--- src/rtl/pwm_fade_sequencer.sv ---
// pwm_fade_sequencer: PWM generator with a duty-cycle fade sequencer.
// A command {target, step, interval} ramps the applied duty toward the target,
// one step every (interval+1) PWM periods. Duty only changes at period wrap.
// Optional feature: define PWM_FADE_DONE_IRQ_EN to add a sticky done_irq output
// and its irq_clr input.
module pwm_fade_sequencer #(
  parameter int unsigned WIDTH = 8,
  parameter int unsigned DIV_W = 4
) (
  input  logic             clk,
  input  logic             rst,
  input  logic             ena,
  input  logic             cfg_valid,
  output logic             cfg_ready,
  input  logic [WIDTH-1:0] cfg_target,
  input  logic [WIDTH-1:0] cfg_step,
  input  logic [DIV_W-1:0] cfg_interval,
  output logic             pwm,
  output logic [WIDTH-1:0] duty,
  output logic             busy,
  output logic             period_start
`ifdef PWM_FADE_DONE_IRQ_EN
  ,
  output logic             done_irq,
  input  logic             irq_clr
`endif
);

  localparam logic [WIDTH-1:0] CntMax = '1;

  typedef enum logic [1:0] {StIdle, StUp, StDown} state_e;

  state_e           state_q;
  logic [WIDTH-1:0] cnt_q;
  logic [WIDTH-1:0] duty_q;
  logic [WIDTH-1:0] duty_nxt_q;
  logic [WIDTH-1:0] tgt_q;
  logic [WIDTH-1:0] step_q;
  logic [DIV_W-1:0] ivl_q;
  logic [DIV_W-1:0] ivl_cnt_q;
  logic             pwm_q;
  logic             busy_q;
  logic             pstart_q;

  logic             wrap;
  logic             accept;
  logic             ramping;
  logic             step_now;
  logic             ivl_tick;
  logic             step_done;
  logic [WIDTH:0]   up_sum;
  logic [WIDTH:0]   dn_diff;
  logic [WIDTH-1:0] up_val;
  logic [WIDTH-1:0] dn_val;
  logic [WIDTH-1:0] stepped;
  logic [WIDTH-1:0] cfg_step_eff;
  state_e           accept_state;

  assign cfg_ready = ena & ~rst;
  assign accept    = cfg_valid & cfg_ready;
  assign wrap      = (cnt_q == CntMax) & ena;
  assign ramping   = (state_q != StIdle);

  // A new command pre-empts any step that would land on the same wrap.
  assign step_now  = wrap & ~accept & ramping & (ivl_cnt_q == ivl_q);
  assign ivl_tick  = wrap & ~accept & ramping & (ivl_cnt_q != ivl_q);
  assign step_done = step_now & (stepped == tgt_q);

  // Saturating step toward the target; one extra bit catches over/underflow.
  always_comb begin
    up_sum  = {1'b0, duty_nxt_q} + {1'b0, step_q};
    dn_diff = {1'b0, duty_nxt_q} - {1'b0, step_q};
    up_val  = (up_sum > {1'b0, tgt_q}) ? tgt_q : up_sum[WIDTH-1:0];
    dn_val  = (dn_diff[WIDTH] || (dn_diff[WIDTH-1:0] < tgt_q)) ? tgt_q : dn_diff[WIDTH-1:0];
    stepped = (state_q == StUp) ? up_val : dn_val;
  end

  // Decode an offered command: zero step means one, direction from current duty_nxt.
  always_comb begin
    cfg_step_eff = (cfg_step == '0) ? WIDTH'(1) : cfg_step;
    if (cfg_target > duty_nxt_q) begin
      accept_state = StUp;
    end else if (cfg_target < duty_nxt_q) begin
      accept_state = StDown;
    end else begin
      accept_state = StIdle;
    end
  end

  // Period counter, PWM comparator and ramp FSM; everything freezes while ena is low.
  always_ff @(posedge clk) begin
    if (rst) begin
      cnt_q      <= '0;
      duty_q     <= '0;
      duty_nxt_q <= '0;
      tgt_q      <= '0;
      step_q     <= '0;
      ivl_q      <= '0;
      ivl_cnt_q  <= '0;
      state_q    <= StIdle;
      pwm_q      <= 1'b0;
      busy_q     <= 1'b0;
      pstart_q   <= 1'b0;
    end else if (ena) begin
      cnt_q    <= cnt_q + WIDTH'(1);
      pwm_q    <= (cnt_q < duty_q);
      pstart_q <= (cnt_q == '0);
      // The comparator sees the post-step value from the first cycle of the new period.
      if (wrap) begin
        duty_q <= step_now ? stepped : duty_nxt_q;
      end
      if (accept) begin
        tgt_q     <= cfg_target;
        step_q    <= cfg_step_eff;
        ivl_q     <= cfg_interval;
        ivl_cnt_q <= '0;
        state_q   <= accept_state;
        busy_q    <= (accept_state != StIdle);
      end else if (step_now) begin
        duty_nxt_q <= stepped;
        ivl_cnt_q  <= '0;
        if (step_done) begin
          state_q <= StIdle;
          busy_q  <= 1'b0;
        end
      end else if (ivl_tick) begin
        ivl_cnt_q <= ivl_cnt_q + DIV_W'(1);
      end
    end else begin
      pwm_q    <= 1'b0;
      pstart_q <= 1'b0;
    end
  end

`ifdef PWM_FADE_DONE_IRQ_EN
  logic done_irq_q;
  logic accept_done;

  assign accept_done = accept & (accept_state == StIdle);

  // Sticky completion flag; a new completion beats a simultaneous clear.
  always_ff @(posedge clk) begin
    if (rst) begin
      done_irq_q <= 1'b0;
    end else if (step_done || accept_done) begin
      done_irq_q <= 1'b1;
    end else if (irq_clr) begin
      done_irq_q <= 1'b0;
    end
  end

  assign done_irq = done_irq_q;
`endif

  assign pwm          = pwm_q;
  assign duty         = duty_q;
  assign busy         = busy_q;
  assign period_start = pstart_q;

endmodule
--- config.mk ---
export PLATFORM = sky130hd
export DESIGN_NAME = pwm_fade_sequencer
export DESIGN_NICKNAME = d
export VERILOG_FILES = /design/src/rtl/pwm_fade_sequencer.sv
export SDC_FILE = /design/constraint.sdc
export NUM_CORES = 1
export LEC_CHECK = 0
export ABC_AREA = 1
export CAP_MARGIN = 20
export CELL_PAD_IN_SITES_DETAIL_PLACEMENT = 1
export CELL_PAD_IN_SITES_GLOBAL_PLACEMENT = 2
export CORE_MARGIN = 10
export CORE_UTILIZATION = 34
export CTS_BUF_LIST = sky130_fd_sc_hd__clkbuf_8
export DETAILED_ROUTE_END_ITERATION = 6
export PLACE_DENSITY_LB_ADDON = 0.08
export SYNTH_ARGS = -nofsm -noshare
export SYNTH_HDL_FRONTEND = slang
export SYNTH_SLANG_ARGS = --single-unit
--- constraint.sdc ---
create_clock -name clk -period 4.45 [get_ports clk]
set_clock_uncertainty 0.05 [all_clocks]
set_input_delay 0.89 -clock clk [delete_from_list [all_inputs] [get_ports clk]]
set_output_delay 0.89 -clock clk [all_outputs]
set_load 0.05 [all_outputs]
[Word level (Yosys, flattened, before mapping)]
Index checks and enable logic that the tools add are counted.
Operators by class
  bitwise operators: 11
  equality and inequality tests: 5
  order comparisons: 5
  $add $sub $neg: 4
  reductions and logical operators: 14
  multiplexer cells: 16
Operators with widths (count)
  8-bit two-way mux: 5
  8-bit less-than comparator: 3
  8-bit zero test: 2
  4-bit two-way mux: 3
  2-bit two-way mux: 5
  8-bit by 8-bit adder with 9-bit output: 1
  9-bit by 8-bit > comparator with 1-bit output: 1
  8-bit by 8-bit subtractor with 9-bit output: 1
  8-bit by 1-bit adder with 8-bit output, second input constant: 1
  1-bit bitwise AND: 8
  8-bit == test: 1
  8-bit == test, second input constant: 1
  8-bit > comparator: 1
  2-bit AND reduction: 4
  2-bit nonzero test: 4
  4-bit by 1-bit adder with 4-bit output, second input constant: 1
  4-bit == test: 1
  4-bit inequality test: 1
  1-bit two-way mux: 3
  1-bit NOT: 3
  3-bit AND reduction: 1
  3-bit nonzero test: 1
  2-bit by 1-bit == test with 1-bit output, second input constant: 1
  2-bit OR reduction: 1
  1-bit logical OR: 1
Storage, ports and cells
  bits of input ports: 24
  bits in registers: 53

[Depth between registers and ports, before layout]
Gate-level depths: netlist of run 1.
  word-level depth: 11
  depth in mapped cells: 29

[Worst setup path after synthesis of run 1]
No wires, ideal clock.
  kind: register to register
  from: register step_q[2]
  to: register state_q[0]
  cell stages (with the launch flop): 25
  slack: 1.283 ns
  data arrival time: 2.987 ns
  data required time: 4.269 ns
  path buffers: 2
  cells stage by stage: dfxtp_1 -> inv_1 -> ha_1 -> buf_4 -> a21oi_1 -> nand2_1 -> a21oi_1 -> xor2_1 -> inv_1 -> ha_1 -> a21oi_1 -> nor2_1 -> a211oi_1 -> nand2_1 -> nand2_2 -> buf_6 -> nand2_1 -> nand3_1 -> nand3_1 -> nand2_1 -> nand2_1 -> nor2_2 -> nand3_2 -> nand3_1 -> a21oi_2
Between the ends
  word-level cells in the longest chain between the ends: 9
Ends and longest elaborated chain
  start, declared: line 38  | logic [WIDTH-1:0] step_q;
  start signal, assigned: line 114  | step_q <= cfg_step_eff;
  8-bit by 8-bit subtractor with 9-bit output: line 72  | dn_diff = {1'b0, duty_nxt_q} - {1'b0, step_q};
  8-bit less-than comparator: line 74  | dn_val = (dn_diff[WIDTH] || (dn_diff[WIDTH-1:0] < tgt_q)) ? tgt_q : dn_diff[WIDTH-1:0];
  1-bit logical OR: line 74
  8-bit two-way mux: line 74
  8-bit two-way mux *: line 75  | stepped = (state_q == StUp) ? up_val : dn_val;
  8-bit == test *: line 67  | assign step_done = step_now & (stepped == tgt_q);
  1-bit bitwise AND *: line 67
  2-bit nonzero test (no line) *
  3-bit AND reduction (no line) *
  end signal, assigned: line 100  | state_q <= StIdle;
  end signal, assigned: line 117  | state_q <= accept_state;
  end signal, assigned: line 123  | state_q <= StIdle;
  end, declared: line 33  | state_e state_q;
Every way passes the cells marked *; elsewhere a longest branch is shown, timed or not.
A chain may end at the register's enable or synchronous reset.

[Final worst setup path of run 1]
  from: register duty_nxt_q[0]
  to: register busy_q (netlist: busy)
Between the ends
  word-level cells in the longest chain between the ends: 9
Ends and longest elaborated chain
  start, declared: line 36  | logic [WIDTH-1:0] duty_nxt_q;
  start signal, assigned: line 120  | duty_nxt_q <= stepped;
  8-bit by 8-bit subtractor with 9-bit output: line 72
  8-bit less-than comparator: line 74
  1-bit logical OR: line 74
  8-bit two-way mux: line 74
  8-bit two-way mux: line 75
  8-bit == test: line 67
  1-bit bitwise AND: line 67
  2-bit nonzero test (no line)
  3-bit AND reduction (no line)
  end signal, assigned: line 118  | busy_q <= (accept_state != StIdle);
  end, declared: line 42  | logic busy_q;
Parallel ways exist; a longest one is shown, timed or not.

==> metrics, run 1 <==
mapped cell area=0.00420 mm2; CTS buffer count=5; Die Area=0.0172 mm2; fin util=39.6%; CP Data Required Time=4.64 ns; NumNets Final=693; CTS Buffer Depth=2; syn_nets=666; internal power=796 uW; RePlAce Congestion=0.890; hold path depth=2; Hold Path Class=reg -> reg; fillers=1,529; overall routing resource usage=16.7%; Chip Height=131 um; endpoint class of the critical path=flop; combinational share of power=33.4%; Reg2Reg Depth=24; most frequent cells in the layout=122 x nand2_1, 90 x inv_1, 53 x dfxtp_1; Unique masters post-synth=43; clock period minus worst slack=3.98 ns; Iteration-0 DRC Markers=173; syn_area_per_cell=7.10 um2; Final Hold Viols=0; Max Fanout on Critical Path=13; Tightest Pin Transition=0.752 ns; cell total after placement=779; maxcap violations=0; crit share post-route=89.4%; slew margin rel.=49.4%; dpl cell area=0.00467 mm2; Syn. warnings=0; fraction of layout instances using a drive strength above 1=10.2%; Synth Instances=591; Post-route DRC=0; Final setup viols=0; io pins=36; Yosys reg bits=53; largest net degree at the start of global routing=22; number of diodes=0; fin. max-slew vios=0; clk sink count=53; Layout area overhead=14.0%; Sw Ratio=37.6%; Power, Total=1.28 mW; Power Density=267 mW/mm2; # hold bufs at CTS=0; post-synthesis sequential area ratio=25.3%; area share of the largest cell type after synthesis=25.3%; clk slew on worst S/H paths=0.12 ns; Via-to-Cell Ratio=4.97; core footprint=0.0121 mm2; DRT Wirelength=13,400 um; antenna violations before repair=0; Die Wd=131 um; worst skew pair latency=0.35 ns; fin cells=786; PortBufs=35; CTS tree=done; clock share of power=27.5%; status=finished clean; setup_tns=0 ns; 1st-pass router iterations=4; maximum VDD drop=0.205 mV; first-pass GRT wire length=22,300 um; sw power=480 uW; Yosys top cell by area=dfxtp_1; post-DP HPWL=11,000 um; Crit Path Class=reg -> reg; mean routed wirelength per cell=17.1 um; vias in the first global route=4,127; Post-Layout Inst Area=0.00478 mm2; element type at the critical path start=flop; top post-synthesis cells by area=dfxtp_1 25%, ha_1 15%, nand2_1 11%; row cnt=40; Seq pwr share=39.1%; antenna viol nets, final=0; clock root buffer=clkbuf_8; Worst EP arrival=4.16 ns; leakage=2.23 nW; RSZ-0062 raised after global routing=false; global route total overflow=0; vias=3,906; leading cell type in the layout, fill and taps excluded=nand2_1; H-tree Lvls=2; Peak Freq=251 MHz; Initial Utilization=34.8%
final timing paths:
path,start,to,slack [ns]
worst min-delay path,ivl_q[2],ivl_q[2],0.44
worst max register to register,duty_nxt_q[0],busy,0.47
worst min register to register,ivl_q[2],ivl_q[2],0.44
worst max-delay path,duty_nxt_q[0],busy,0.47
per-layer routing:
| metal | wire length, um | global-route usage (%) | share of wire, % | vias to the layer above |
|---|---|---|---|---|
| li1 | - | - | - | 1989 |
| met2 | 6260 | 27.5 | 47 | 58 |
| met1 | 6410 | 22.3 | 48 | 1850 |
| met5 | 0 | 0 | 0 | - |
| met3 | 654 | 3.34 | 4.9 | 9 |
| met4 | 115 | 2.88 | 0.86 | 0 |
power groups by stage:
stage | combinational [mW] | sequential (mW) | clock, mW
after CTS | 0.426 | 0.499 | 0.362
after floorplan | 0.308 | 0.512 | 0
after global placement | 0.413 | 0.510 | 0
after global routing | 0.489 | 0.501 | 0.379
final | 0.427 | 0.499 | 0.351
after detailed placement | 0.423 | 0.510 | 0
state kept, by name, summed over array words and instances, names as in the netlist:
name / count
duty: 8
cnt_q: 8
period_start: 1
state_q: 2
duty_nxt_q: 8
busy: 1
ivl_q: 4
tgt_q: 8
pwm: 1
step_q: 8
ivl_cnt_q: 4
metrics by stage:
stage	hold slack, ns	setup WS, ns
CTS	0.443	0.196
global route	0.480	0.00882
detailed placement	0.426	0.233
global placement	0.424	0.259
floorplan	0.402	1.28
finish	0.440	0.471
logic make-up (layout without fill, tap and decap cells):
kind of cell    count (synthesis)  count (layout)  synth area share (%)
simple gates                  263             263                  30.3
xor+xnor                       17              17                  3.55
flops                          53              53                  25.3
compound gates                 92              92                  13.9
fa+ha+maj                      51              51                  15.6
buf+inv                       115             142                  11.4
Yosys cell counts (all sizes together):
cell / number
buf: 11
o22ai: 5
and3: 1
xnor2: 1
a31o: 1
o21ai: 20
xor2: 16
a221oi: 2
nor3: 6
o31ai: 1
dfxtp: 53
nand4: 10
nor4: 5
clkinv: 1
a21boi: 1
o21bai: 2
a211oi: 2
nor2: 40
nand3: 62
a21oi: 46
nand2: 134
nand3b: 4
fa: 2
or4: 1
clkbuf: 8
o211ai: 11
ha: 49
inv: 95
a22o: 1
critical path, stage by stage, from the launching register on:
cell and delay, ns:
dfxtp_1 0.36, ha_1 0.25, fa_1 0.43, xnor2_1 0.52
ha_1 0.36, nand2_1 0.07, nand2_1 0.05, nand2_1 0.06
nand3_1 0.07, nand2_1 0.06, nand2_1 0.04, nand2_1 0.05
nand2_1 0.05, nand2_2 0.27, nand2_4 0.22, nand2_1 0.12
nand3_1 0.09, nand2_1 0.15, nand2_1 0.07, nand2_1 0.06
nand2_1 0.06, nor2_2 0.12, nand3_2 0.11, nand3_1 0.10
a21oi_2 0.05
cell type report:
cell class | instances | area [um2] | area share, %
clock buffer | 5 | 68.8 | 1.44
clock inverter | 2 | 35.0 | 0.733
inverter | 96 | 363 | 7.59
multi-input combinational | 423 | 2660 | 55.7
sequential | 53 | 1060 | 22.2
tap | 168 | 210 | 4.40
timing repair buffer | 39 | 380 | 7.95
what timing repair did:
item / in CTS / in global routing
endpoints found under the setup margin: 0 / 11
setup buffers: 0 / 0
resized for setup: 0 / 2
Power figures use the tool's default switching activity.
==> run 2, diff against run 1 <==
--- a/config.mk
+++ b/config.mk
@@ -6,6 +6,7 @@
 export NUM_CORES = 1
 export LEC_CHECK = 0
 export ABC_AREA = 1
+export ABC_CLOCK_PERIOD_IN_PS = 4450
 export CAP_MARGIN = 20
 export CELL_PAD_IN_SITES_DETAIL_PLACEMENT = 1
 export CELL_PAD_IN_SITES_GLOBAL_PLACEMENT = 2
@@ -17,3 +18,4 @@
 export SYNTH_ARGS = -nofsm -noshare
 export SYNTH_HDL_FRONTEND = slang
 export SYNTH_SLANG_ARGS = --single-unit
+export TNS_END_PERCENT = 5
==> results of run 2 <==
The final DEF is identical to that of run 1; final timing and power are the same.
==> run 3, diff against run 2 <==
--- a/config.mk
+++ b/config.mk
@@ -8,12 +8,11 @@
 export ABC_AREA = 1
 export ABC_CLOCK_PERIOD_IN_PS = 4450
 export CAP_MARGIN = 20
-export CELL_PAD_IN_SITES_DETAIL_PLACEMENT = 1
-export CELL_PAD_IN_SITES_GLOBAL_PLACEMENT = 2
 export CORE_MARGIN = 10
-export CORE_UTILIZATION = 34
+export CORE_UTILIZATION = 60
 export CTS_BUF_LIST = sky130_fd_sc_hd__clkbuf_8
 export DETAILED_ROUTE_END_ITERATION = 6
+export DONT_BUFFER_PORTS = 1
 export PLACE_DENSITY_LB_ADDON = 0.08
 export SYNTH_ARGS = -nofsm -noshare
 export SYNTH_HDL_FRONTEND = slang
==> metrics, run 3 (same netlist as run 1, synthesis figures left out) <==
FF-to-FF Start=step_q[2] (was duty_nxt_q[0]); overall routing resource usage=19.6% (was 16.7%); maximum VDD drop=0.195 mV (was 0.205 mV); cell total after placement=671 (was 779); Reg2Reg Depth=27 (was 24); clock period minus worst slack=3.97 ns (was 3.98 ns); maxcap violations=0 (unchanged); CTS Buffer Depth=2 (unchanged); clk slew on worst S/H paths=0.11 ns (was 0.12 ns); dpl cell area=0.00422 mm2 (was 0.00467 mm2); worst hold slack=0.442 ns (was 0.440 ns); vias=3,843 (was 3,906); io pins=36 (unchanged); worst skew pair latency=0.31 ns (was 0.35 ns); Critical Path End=busy (unchanged); NumNets Final=657 (was 693); Layout area overhead=2.95% (was 14.0%); RSZ-0062 raised after global routing=false (unchanged); antenna viol nets, final=0 (unchanged); leakage=2.08 nW (was 2.23 nW); Crit Path Class=reg -> reg (unchanged); Worst EP arrival=4.13 ns (was 4.16 ns); most frequent cells in the layout=122 x nand2_1, 90 x inv_1, 53 x dfxtp_1 (unchanged); row cnt=30 (was 40); Final Hold Viols=0 (unchanged); Chip Height=104 um (was 131 um); crit share post-route=89.3% (was 89.4%); Post-Layout Inst Area=0.00432 mm2 (was 0.00478 mm2); Setup WS pre-CTS=0.368 ns (was 0.233 ns); reg2reg end=busy (unchanged); setup_tns=0 ns (unchanged); FF-to-FF setup slack=0.48 ns (was 0.47 ns); Iteration-0 DRC Markers=278 (was 173); Max Fanout on Critical Path=13 (unchanged); CTS tree=done (unchanged); CP Data Required Time=4.61 ns (was 4.64 ns); mean routed wirelength per cell=15.8 um (was 17.1 um); fraction of layout instances using a drive strength above 1=10.8% (was 10.2%); clk sink count=53 (unchanged); Power, Total=1.17 mW (was 1.28 mW); Tightest Pin Transition=0.696 ns (was 0.752 ns); fin. max-slew vios=0 (unchanged); fin util=63.6% (was 39.6%); endpoint class of the critical path=flop (unchanged); Die Area=0.0107 mm2 (was 0.0172 mm2); Hold Path Class=reg -> reg (unchanged); Peak Freq=252 MHz (was 251 MHz); PortBufs=0 (was 35); fin cells=679 (was 786); DRT Wirelength=10,700 um (was 13,400 um); largest net degree at the start of global routing=22 (unchanged); final setup margin=0.477 ns (was 0.471 ns); status=finished clean (unchanged); postcts setup bufs=0 (unchanged); Via-to-Cell Ratio=5.66 (was 4.97); first-pass GRT wire length=17,800 um (was 22,300 um); Power Density=270 mW/mm2 (was 267 mW/mm2); Worst Setup SP=step_q[2] (was duty_nxt_q[0]); global route total overflow=0 (unchanged); # hold bufs at CTS=0 (unchanged); core footprint=0.00679 mm2 (was 0.0121 mm2); RePlAce Congestion=0.944 (was 0.890); element type at the critical path start=flop (unchanged); Initial Utilization=61.8% (was 34.8%); vias in the first global route=3,569 (was 4,127); 1st-pass router iterations=5 (was 4); CTS buffer count=5 (unchanged); slew margin rel.=53.5% (was 49.4%); leading cell type in the layout, fill and taps excluded=nand2_1 (unchanged); antenna violations before repair=0 (unchanged); clock root buffer=clkbuf_8 (unchanged); H-tree Lvls=2 (unchanged); Die Wd=104 um (was 131 um); number of diodes=0 (unchanged); Post-route DRC=0 (unchanged); post-DP HPWL=8610 um (was 11,000 um); Final setup viols=0 (unchanged)
run 3: cell types whose count changed in the layout (fill, tap and decap cells not counted), sizes merged:
cell,delta
clkdlybuf4s50,-35
clkinv,-1
bufinv,-1
inv,+1
buf,-1
clkinvlp,+2
run 3: worst min path at each step:
stage	start	end	slack [ns]	cells past startpoint
after floorplan	state_q[1]	state_q[1]	0.40	2
after global placement	ivl_q[0]	ivl_q[0]	0.42	2
after detailed placement	ivl_q[1]	ivl_q[1]	0.43	2
after CTS	ivl_q[1]	ivl_q[1]	0.44	2
after global routing	ivl_q[0]	ivl_q[0]	0.47	2
final	ivl_q[1]	ivl_q[1]	0.44	2
run 3: what timing repair did:
item                                    CTS  global route
resized for setup                         0             1
endpoints found under the hold margin     0             0
endpoints found under the setup margin    0             6
run 3: cell type report:
type | count | area [um2]
Multi-Input combinational cell | 423 | 2660
Inverter | 96 | 363
Clock inverter | 3 | 26.3
Timing Repair Buffer | 3 | 22.5
Sequential cell | 53 | 1060
Fill cell | 640 | 2470
Tap cell | 96 | 120
Clock buffer | 5 | 68.8
run 3: worst max-delay path, stage by stage (launching register included):
cell and delay (ns):
dfxtp_1 0.34, inv_1 0.07, ha_1 0.45, inv_2 0.07, a21oi_1 0.14, nand2_1 0.11, a21oi_1 0.20, xor2_1 0.33
inv_1 0.09, ha_1 0.27, nand2_1 0.05, inv_1 0.05, nand2_1 0.06, nand2_1 0.05, nand2_1 0.05, nand2_1 0.06
nand2_2 0.23, nand2_2 0.26, nand2_1 0.13, nand3_1 0.09, nand2_1 0.15, nand2_1 0.07, nand2_1 0.07, nand2_1 0.06
nor2_2 0.11, nand3_2 0.11, nand3_1 0.10, a21oi_2 0.06
run 3: report_power, final:
group | switching, mW | internal [mW]
registers | 0.0159 | 0.488
logic | 0.247 | 0.122
clock network | 0.177 | 0.115
total | 0.440 | 0.725
run 3: metal layers:
layer	vias to the layer above	part of all wire [%]	GRT usage, %
met5	-	0	0
met4	0	2.6	6.45
met3	19	7.3	4.21
met2	147	43	30.4
met1	1751	47	26.2
li1	1926	-	-
